[config.mk]
export PLATFORM = sky130hd
export DESIGN_NAME = muldiv_sequencer
export DESIGN_NICKNAME = d
export VERILOG_FILES = /design/src/rtl/muldiv_pkg.sv /design/src/rtl/muldiv_core.sv /design/src/rtl/muldiv_sequencer.sv
export SDC_FILE = /design/constraint.sdc
export NUM_CORES = 1
export LEC_CHECK = 0
export ABC_CLOCK_PERIOD_IN_PS = 5100
export BUFFER_PORTS_ARGS = -buffer_cell sky130_fd_sc_hd__buf_2
export CAP_MARGIN = 20
export CORE_ASPECT_RATIO = 0.75
export CORE_UTILIZATION = 32
export DETAILED_ROUTE_END_ITERATION = 8
export GPL_TIMING_DRIVEN = 0
export PLACE_DENSITY = 0.59
export SETUP_SLACK_MARGIN = 0.05
export SLEW_MARGIN = 20
export SYNTH_ARGS = -nofsm -noshare
export SYNTH_HDL_FRONTEND = slang
export SYNTH_SLANG_ARGS = --single-unit
[constraint.sdc]
create_clock -name Clk -period 5.1 [get_ports Clk]
set_clock_uncertainty 0.15 [all_clocks]
set_input_delay 0.51 -clock Clk [delete_from_list [all_inputs] [get_ports Clk]]
set_output_delay 0.51 -clock Clk [all_outputs]
set_load 0.01 [all_outputs]
[src/rtl/muldiv_pkg.sv]
// Shared encodings for the multi-cycle multiply/divide sequencer.
//   op_e    : instruction operation (bit 1 = divide, bit 0 = signed)
//   state_e : sequencer FSM states
package muldiv_pkg;

   typedef enum logic [1:0] {
      OP_MULTU = 2'b00,
      OP_MULT  = 2'b01,
      OP_DIVU  = 2'b10,
      OP_DIV   = 2'b11
   } op_e;

   typedef enum logic [1:0] {
      S_IDLE = 2'b00,
      S_RUN  = 2'b01,
      S_FIX  = 2'b10,
      S_DONE = 2'b11
   } state_e;

   function automatic logic op_is_div(input op_e op);
      return op[1];
   endfunction

   function automatic logic op_is_signed(input op_e op);
      return op[0];
   endfunction

endpackage

[src/rtl/muldiv_core.sv]
// Iterative datapath shared by multiply and divide.
//   Multiply (mode_div=0): radix-2 shift-add. opnd = multiplicand, lo starts as
//     the multiplier; after WIDTH steps {hi,lo} is the 2*WIDTH product.
//   Divide (mode_div=1): restoring shift-subtract. opnd = divisor, lo starts as
//     the dividend; after WIDTH steps lo = quotient, hi = remainder.
// Ports
//   Clk, Rst   clock, synchronous active-high reset
//   load       capture load_opnd/load_lo, clear hi
//   en         perform one iteration
//   mode_div   0 multiply, 1 divide
//   load_opnd  multiplicand or divisor magnitude
//   load_lo    multiplier or dividend magnitude
//   hi, lo     accumulator halves
module muldiv_core #(
   parameter int WIDTH = 32
) (
   input  logic             Clk,
   input  logic             Rst,
   input  logic             load,
   input  logic             en,
   input  logic             mode_div,
   input  logic [WIDTH-1:0] load_opnd,
   input  logic [WIDTH-1:0] load_lo,
   output logic [WIDTH-1:0] hi,
   output logic [WIDTH-1:0] lo
);

   logic [WIDTH-1:0] opnd_q, opnd_d;
   logic [WIDTH-1:0] hi_q, hi_d;
   logic [WIDTH-1:0] lo_q, lo_d;
   logic [WIDTH:0]   sum;
   logic [WIDTH:0]   shifted;
   logic [WIDTH:0]   diff;

   always_comb begin
      opnd_d  = opnd_q;
      hi_d    = hi_q;
      lo_d    = lo_q;
      // Multiply: add the multiplicand when the current multiplier bit is set,
      // keep the carry and shift the whole {carry,hi,lo} right by one.
      sum     = {1'b0, hi_q} + {1'b0, (lo_q[0] ? opnd_q : '0)};
      // Divide: partial remainder is WIDTH+1 bits wide; a set MSB of the
      // difference means the trial subtract went negative and is discarded.
      shifted = {hi_q, lo_q[WIDTH-1]};
      diff    = shifted - {1'b0, opnd_q};
      if (load) begin
         opnd_d = load_opnd;
         hi_d   = '0;
         lo_d   = load_lo;
      end else if (en) begin
         if (mode_div) begin
            if (!diff[WIDTH]) begin
               hi_d = diff[WIDTH-1:0];
               lo_d = {lo_q[WIDTH-2:0], 1'b1};
            end else begin
               hi_d = shifted[WIDTH-1:0];
               lo_d = {lo_q[WIDTH-2:0], 1'b0};
            end
         end else begin
            hi_d = sum[WIDTH:1];
            lo_d = {sum[0], lo_q[WIDTH-1:1]};
         end
      end
   end

   always_ff @(posedge Clk) begin
      if (Rst) begin
         opnd_q <= '0;
         hi_q   <= '0;
         lo_q   <= '0;
      end else begin
         opnd_q <= opnd_d;
         hi_q   <= hi_d;
         lo_q   <= lo_d;
      end
   end

   assign hi = hi_q;
   assign lo = lo_q;

endmodule

[src/rtl/muldiv_sequencer.sv]
// Multi-cycle MULT/MULTU/DIV/DIVU sequencer feeding the HiLo register.
// Captures operands on Start, runs WIDTH iterations in muldiv_core, applies
// sign correction, then issues a single HiLoEn strobe.
//
//   state  | meaning
//   -------+-----------------------------------------------------------
//   S_IDLE | waiting for Start; operands captured on Start
//   S_RUN  | one core iteration per cycle, count runs WIDTH-1 down to 0
//   S_FIX  | sign correction / divide-by-zero override into HiLoWrite
//   S_DONE | HiLoEn strobe (Stall released); Start ignored
//
// Ports
//   Clk        datapath clock
//   Rst        synchronous active-high reset (aborts any operation)
//   Start      mul/div instruction present this cycle
//   Op         00 MULTU, 01 MULT, 10 DIVU, 11 DIV
//   A, B       multiplicand/dividend, multiplier/divisor
//   Stall      hold PC and suppress RegWrite (combinational)
//   Busy       registered, state != IDLE
//   HiLoEn     one-cycle HiLo write strobe
//   HiLoWrite  {Hi,Lo} result, valid with HiLoEn
//   DivByZero  pulses with HiLoEn for a divide with B == 0
module muldiv_sequencer
   import muldiv_pkg::*;
#(
   parameter int WIDTH = 32
) (
   input  logic               Clk,
   input  logic               Rst,
   input  logic               Start,
   input  logic [1:0]         Op,
   input  logic [WIDTH-1:0]   A,
   input  logic [WIDTH-1:0]   B,
   output logic               Stall,
   output logic               Busy,
   output logic               HiLoEn,
   output logic [2*WIDTH-1:0] HiLoWrite,
   output logic               DivByZero
);

   localparam int CW = $clog2(WIDTH);

   state_e             state_q, state_d;
   logic [CW-1:0]      count_q, count_d;
   op_e                op_q, op_d;
   logic               neg_q, neg_d;
   logic               rem_neg_q, rem_neg_d;
   logic               dbz_q, dbz_d;
   logic [WIDTH-1:0]   a_raw_q, a_raw_d;
   logic               busy_q, busy_d;
   logic               hilo_en_q, hilo_en_d;
   logic               div_by_zero_q, div_by_zero_d;
   logic [2*WIDTH-1:0] hilo_write_q, hilo_write_d;

   op_e                op_in;
   logic               a_sgn, b_sgn;
   logic [WIDTH-1:0]   a_mag, b_mag;
   logic               core_load, core_en;
   logic [WIDTH-1:0]   core_hi, core_lo;
   logic [2*WIDTH-1:0] product;

   assign op_in   = op_e'(Op);
   assign a_sgn   = op_is_signed(op_in) & A[WIDTH-1];
   assign b_sgn   = op_is_signed(op_in) & B[WIDTH-1];
   assign a_mag   = a_sgn ? -A : A;
   assign b_mag   = b_sgn ? -B : B;
   assign product = {core_hi, core_lo};

   assign core_load = (state_q == S_IDLE) & Start;
   assign core_en   = (state_q == S_RUN);

   muldiv_core #(
      .WIDTH(WIDTH)
   ) u_core (
      .Clk       (Clk),
      .Rst       (Rst),
      .load      (core_load),
      .en        (core_en),
      .mode_div  (op_is_div(op_q)),
      .load_opnd (op_is_div(op_in) ? b_mag : a_mag),
      .load_lo   (op_is_div(op_in) ? a_mag : b_mag),
      .hi        (core_hi),
      .lo        (core_lo)
   );

   always_comb begin
      state_d       = state_q;
      count_d       = count_q;
      op_d          = op_q;
      neg_d         = neg_q;
      rem_neg_d     = rem_neg_q;
      dbz_d         = dbz_q;
      a_raw_d       = a_raw_q;
      hilo_en_d     = 1'b0;
      div_by_zero_d = 1'b0;
      hilo_write_d  = hilo_write_q;
      case (state_q)
         S_IDLE: begin
            if (Start) begin
               state_d   = S_RUN;
               count_d   = CW'(WIDTH - 1);
               op_d      = op_in;
               neg_d     = a_sgn ^ b_sgn;
               rem_neg_d = a_sgn;
               dbz_d     = op_is_div(op_in) & (B == '0);
               a_raw_d   = A;
            end
         end
         S_RUN: begin
            if (count_q == '0) begin
               state_d = S_FIX;
            end else begin
               count_d = count_q - 1'b1;
            end
         end
         S_FIX: begin
            state_d       = S_DONE;
            hilo_en_d     = 1'b1;
            div_by_zero_d = dbz_q;
            if (!op_is_div(op_q)) begin
               hilo_write_d = neg_q ? -product : product;
            end else if (dbz_q) begin
               // Divide by zero: Hi echoes the dividend as supplied, Lo saturates.
               hilo_write_d = {a_raw_q, {WIDTH{1'b1}}};
            end else begin
               hilo_write_d = {(rem_neg_q ? -core_hi : core_hi),
                               (neg_q     ? -core_lo : core_lo)};
            end
         end
         S_DONE: begin
            state_d = S_IDLE;
         end
         default: begin
            state_d = S_IDLE;
         end
      endcase
      busy_d = (state_d != S_IDLE);
   end

   always_ff @(posedge Clk) begin
      if (Rst) begin
         state_q       <= S_IDLE;
         count_q       <= '0;
         op_q          <= OP_MULTU;
         neg_q         <= 1'b0;
         rem_neg_q     <= 1'b0;
         dbz_q         <= 1'b0;
         a_raw_q       <= '0;
         busy_q        <= 1'b0;
         hilo_en_q     <= 1'b0;
         div_by_zero_q <= 1'b0;
         hilo_write_q  <= '0;
      end else begin
         state_q       <= state_d;
         count_q       <= count_d;
         op_q          <= op_d;
         neg_q         <= neg_d;
         rem_neg_q     <= rem_neg_d;
         dbz_q         <= dbz_d;
         a_raw_q       <= a_raw_d;
         busy_q        <= busy_d;
         hilo_en_q     <= hilo_en_d;
         div_by_zero_q <= div_by_zero_d;
         hilo_write_q  <= hilo_write_d;
      end
   end

   // Released in DONE so the PC advances on the same edge that writes HiLo.
   assign Stall = ((state_q == S_IDLE) & Start & ~Rst) |
                  (state_q == S_RUN) | (state_q == S_FIX);

   assign Busy      = busy_q;
   assign HiLoEn    = hilo_en_q;
   assign HiLoWrite = hilo_write_q;
   assign DivByZero = div_by_zero_q;

endmodule

* Word level (Yosys, flattened, before mapping) *
Index checks and enable logic that the tools add are counted.

cells by class
  add/subtract/negate cells = 8
  equality and inequality tests = 5
  mux-type cells = 23
  bitwise logic cells = 10
  reductions and logical operators = 10

operators with widths
  kind                 number
  $mux 32              12
  $mux 64              3
  $neg 32->32          4
  $neg 64->64          1
  $add 32x32->33       1
  $sub 33x32->33       1
  $logic_not 32->1     1
  $mux 5               2
  $pmux 5 s2           1
  $pmux 2 s4           1
  $reduce_bool 2->1    3
  $and 1x1->1          5
  $logic_not 5->1      1
  $sub 5x1->5 const B  1
  $eq 2x2->1 const B   2
  $mux 2               2
  $ne 2x2->1 const B   2
  $reduce_or 2->1      2
  $reduce_and 3->1     1
  $eq 2x1->1 const B   1
  $logic_not 2->1      1
  $mux 1               2
  $not 1->1            2
  $or 1x1->1           2
  2 further kinds      2

storage, ports and cells
  register bits = 207
  output and inout port bits = 68

* Depth between registers and ports, before layout *
  depth in word-level cells = 5
  gate-level depth with buffers = 15
  depth with buffers taken out = 13

* By module *
Synthesis repeated with hierarchy kept, for this count alone.

unflattened totals
  cells, all modules = 2,225
  area total of the unflattened synthesis = 16,701.0 µm²

by module, submodules not included
  module            instances  cells an instance  area each (µm²)  sequential area each (µm²)
  muldiv_sequencer  1          1,156              8,572.0          2,202.1
  muldiv_core       1          1,069              8,129.0          1,921.8

* Least setup slack after synthesis *
No wires, ideal clock.

  path type = register to register
  from = register u_core.lo_q[31] (netlist: u_core.lo[31])
  to = register u_core.hi_q[14] (netlist: u_core.hi[14])
  setup time = 0.116 ns
  arrival time = 3.636 ns
  data required time = 4.834 ns
  path slack = 1.198 ns
  cell stages (with the launch flop) = 15
  buffers on the path = 1
  path through = dfxtp_1 inv_1 ha_1 fa_1 nand2b_1 a21oi_1 o211ai_1 or3_1 nand3_1 a41oi_1 xnor2_1 clkbuf_1 mux2_2 a21oi_1 nor2_1

between the ends
  longest elaborated chain between the ends = 3

ends and longest elaborated chain
  item                    RTL line           source
  start, declared         muldiv_core.sv:30  logic [WIDTH-1:0] lo_q, lo_d;
  start signal, assigned  muldiv_core.sv:74  lo_q <= lo_d;
  $sub 33x32->33          muldiv_core.sv:45  diff = shifted - {1'b0, opnd_q};
  $mux 32                 muldiv_core.sv:52  if (!diff[WIDTH]) begin
  $mux 32                 muldiv_core.sv:51  if (mode_div) begin
  end signal, assigned    muldiv_core.sv:73  hi_q <= hi_d;
  end, declared           muldiv_core.sv:29  logic [WIDTH-1:0] hi_q, hi_d;

Every way passes these cells.
A chain may end at the register's enable or synchronous reset.

* Final worst setup path *
  from = register u_core.lo_q[0] (netlist: u_core.lo[0])
  to = register hilo_write_q[50] (netlist: HiLoWrite[50])

between the ends
  longest elaborated chain between the ends = 3

ends and longest elaborated chain
  item                  RTL line                 source
  $neg 64->64           muldiv_sequencer.sv:121  hilo_write_d = neg_q ? -product : product;
  $mux 64               muldiv_sequencer.sv:121
  $mux 64               muldiv_sequencer.sv:120  if (!op_is_div(op_q)) begin
  end signal, assigned  muldiv_sequencer.sv:164  hilo_write_q <= hilo_write_d;
  end, declared         muldiv_sequencer.sv:53   logic [2*WIDTH-1:0] hilo_write_q, hilo_write_d;

Every way passes these cells.

==> run summary <==
===================================================================================
Result of the run .................................................... complete, but fails checks
Violations in the final reports ......................................          DRC
Distinct cell type count after synthesis .............................           71
Async set-reset flop share out of synthesis ..........................            0
Non-Filler Cell Area, Final ..........................................    18400 µm²
Max transition margin ................................................        0.221
Largest area contributor in the synthesized netlist .................. sky130_fd_sc_hd__dfxtp_1
Top Ports ............................................................          137
End-of-flow core utilization .........................................        0.373
Clock tree from TritonCTS ............................................          yes
Measured slew at the worst slew-check pin ............................      1.17 ns
Worst slack at placement .............................................    -0.877 ns
Max Root-Sink Buffers ................................................            3
Startpoint type of the worst setup path ..............................         flop
Number of endpoints failing setup at the final stage .................            0
Detailed placer's ending HPWL ........................................      58.1 mm
Initial cell density of the core .....................................        0.327
Count of buffer and inverter cells on the critical path ..............            4
Setup repair after global routing missed its margin ..................           no
Clock Pin Slew Worst Setup and Hold Paths ............................      0.07 ns
Insertion delay to the later sink of the worst-skew pair .............      0.54 ns
Final max-slew violation count .......................................            0
Count of placed standard cells in the final layout, fillers left out .         3034
Share of layout cells above drive strength 1 .........................       0.0939
Top achievable clock speed ...........................................      196 MHz
Warnings, synthesis ..................................................            0
Die area .............................................................    51200 µm²
Num rows .............................................................           70
Setup TNS ............................................................         0 ns
Top FF cell, synth ................................................... sky130_fd_sc_hd__dfxtp_1
Most common cell after layout, fill and taps aside ................... sky130_fd_sc_hd__nand2_1
Pin count of the biggest net entering global routing .................           14
Sinks on the clock net ...............................................          206
Via count ............................................................        17800
Pwr dens .............................................................   362 nW/µm²
Yosys reg bits .......................................................          206
Proportion of netlist area held by the largest area contributor ......        0.256
Master cell of the clock root buffer ................................. sky130_fd_sc_hd__clkbuf_16
Number of antenna violations at the first check in global routing ....            3
Total of fill cells in the finished design ...........................         5228
Number of nets in the layout .........................................         2515
Largest stage delay on the critical path .............................      0.72 ns
Critical path cell sequence .......................................... inv_1, buf_2, ha_1, nand3b_1, or3_1, clkbuf_1, nand3b_1, or4_1, clkbuf_1, o21ai_0, xor2_1, o21ai_0, o211a_1
Kind of capture point of the worst setup path ........................         flop
Share of the clock period used by the worst path .....................        0.999
Final Hold Vio Count .................................................            0
Number of synthesized flops with an enable pin .......................            0
Post-place instance area .............................................    17600 µm²
Antenna cells ........................................................            0
Number of global-route vias before repair ............................        16000
Detailed-routing iteration count for the pre-antenna-repair pass .....            8
Dominant cells by area after synthesis ............................... sky130_fd_sc_hd__dfxtp_1 26%, sky130_fd_sc_hd__a21oi_1 7.1%, sky130_fd_sc_hd__nand2_1 6.7%
Cell area after technology mapping ...................................    16100 µm²
Number of DRC markers in iteration 0 .................................         1979
H-tree level count ...................................................            1
Core area ............................................................    49200 µm²
Antenna Violating Nets Remaining .....................................            0
Die outline height ...................................................       196 µm
Remaining global-route overflow ......................................            0
Required time of the critical path ...................................      5.44 ns
Routability-driven placement congestion ratio ........................        0.997
Cell leakage power ...................................................      7.09 nW
Class of the worst hold path .........................................    in -> reg
Number of violations of the max-capacitance limit ....................            0
Number of remaining DRC errors .......................................            4
Routed via count divided by cell count ...............................         5.87
Min setup slack post-route ...........................................   0.00313 ns
Worst VDD drop .......................................................     0.205 mV
Post-Place Cells .....................................................         2995
Worst setup path class ...............................................   reg -> reg
Worst endpoint data arrival time .....................................      5.44 ns
Width of the die .....................................................       261 µm
Number of buffers inserted during clock tree synthesis ...............           22
Largest fanout of any net on the critical path .......................           10
Min Tclk post-route ..................................................      5.10 ns
Number of hold buffers added after cts ...............................            0
Number of port buffers ...............................................          135
GRT Util Overall .....................................................        0.273
Total Routed Length ..................................................      72.6 mm
Sequential element share of the synthesized area .....................        0.256
Average footprint of a synthesized cell ..............................     7.28 µm²
Synthesized instance count ...........................................         2212
Most frequent cells in the layout .................................... 288 x sky130_fd_sc_hd__nand2_1, 227 x sky130_fd_sc_hd__a21oi_1, 205 x sky130_fd_sc_hd__dfxtp_1
Detail-routed net length per standard cell ...........................      23.9 µm
Area growth syn-to-layout ............................................        14.1%
Syn Nets .............................................................         2353
Cell class contributing the biggest share of worst-path delay ........ simple AND/OR/NAND/NOR gates
Wire length of the first global-routing pass .........................       104 mm
Slowest cell on the critical path .................................... sky130_fd_sc_hd__or4_1
===================================================================================
[per-layer routing]
layer | routed length, µm | GRT usage | up-vias | share of wire
met5 | 0 | 0 | - | 0
met3 | 9620 | 0.0930 | 104 | 0.13
li1 | - | - | 8198 | -
met2 | 26800 | 0.347 | 1022 | 0.37
met1 | 34000 | 0.419 | 8480 | 0.47
met4 | 2100 | 0.0717 | 0 | 0.029
[synthesized netlist by cell type (all sizes together) (4+ instances only)]
master  instances
a21oi         227
a221oi          5
nand4          12
nor2b          14
inv            58
o221ai         20
xnor2         102
nor3           37
clkbuf        147
or2             5
or3            18
nand2b         23
nand2         288
and3           12
a311oi          5
o31ai          24
a21o           33
o22ai          12
a211o           4
mux2i          71
o41ai           9
a31o            5
and2           14
xor2          106
nand3          43
nor2          202
ha             70
o211ai         73
dfxtp         206
o21ai         193
mux2           15
buf            24
o21a           10
a31oi          14
a211oi         29
or4            17
nor4           21
[registers in the layout (all words and copies together) (netlist names), 2 cells and up]
signal	count
HiLoWrite	64
a_raw_q	32
count_q	5
u_core.opnd_q	32
state_q	2
u_core.hi	32
u_core.lo	32
[cell families (layout without fill, tap and decap cells)]
| group | after synthesis | after routing | share of synthesized area |
|---|---|---|---|
| adder cells (fa/ha/maj) | 72 | 72 | 0.0569 |
| buffers and inverters | 229 | 403 | 0.0545 |
| AO/OA/AOI/OAI | 690 | 690 | 0.263 |
| AND/OR/NAND/NOR | 721 | 721 | 0.202 |
| XOR/XNOR | 208 | 208 | 0.113 |
| flip-flops | 206 | 206 | 0.256 |
| multiplexers | 86 | 86 | 0.0546 |
[tightest hold or removal path, cell delays in order]
cell and delay (ns):
sky130_fd_sc_hd__buf_2 0.12, sky130_fd_sc_hd__nand2_1 0.05, sky130_fd_sc_hd__a21oi_1 0.05
[through the flow]
step | total power, mW | hold WS [ns]
floorplan | 3.85 | 0.281
global placement | 4.79 | 0.285
detailed placement | 4.81 | 0.296
CTS | 6.52 | 0.0922
global route | 6.94 | 0.0994
finish | 6.65 | 0.102
[repair_timing]
item,CTS,global route
buffers inserted,2,1
setup endpoints to repair,33,30
resized for setup,8,2
pin swaps,1,1
[worst paths after layout]
path,from,to,slack [ns],cells after the start
max reg2reg,u_core.lo[0],HiLoWrite[50],0.003,13
min reg2reg,u_core.opnd_q[13],u_core.opnd_q[13],0.30,2
max,u_core.lo[0],HiLoWrite[50],0.003,13
min,A[5],a_raw_q[5],0.10,3
[power breakdown]
part / switching [mW] / internal [mW]
clock network: 0.736 / 0.960
registers: 0.192 / 1.77
logic: 1.96 / 1.03
[cell type report]
type / count / area (µm²) / area share
clock buffer: 28 / 583 / 0.0317
tap: 648 / 811 / 0.0441
inverter: 58 / 218 / 0.0118
buffer: 171 / 666 / 0.0362
sequential: 206 / 4130 / 0.225
timing repair buffer: 138 / 698 / 0.0380
multi-input combinational: 1777 / 11100 / 0.607
clock inverter: 8 / 129 / 0.00701
Note: power is estimated with default switching activity, not from simulation.
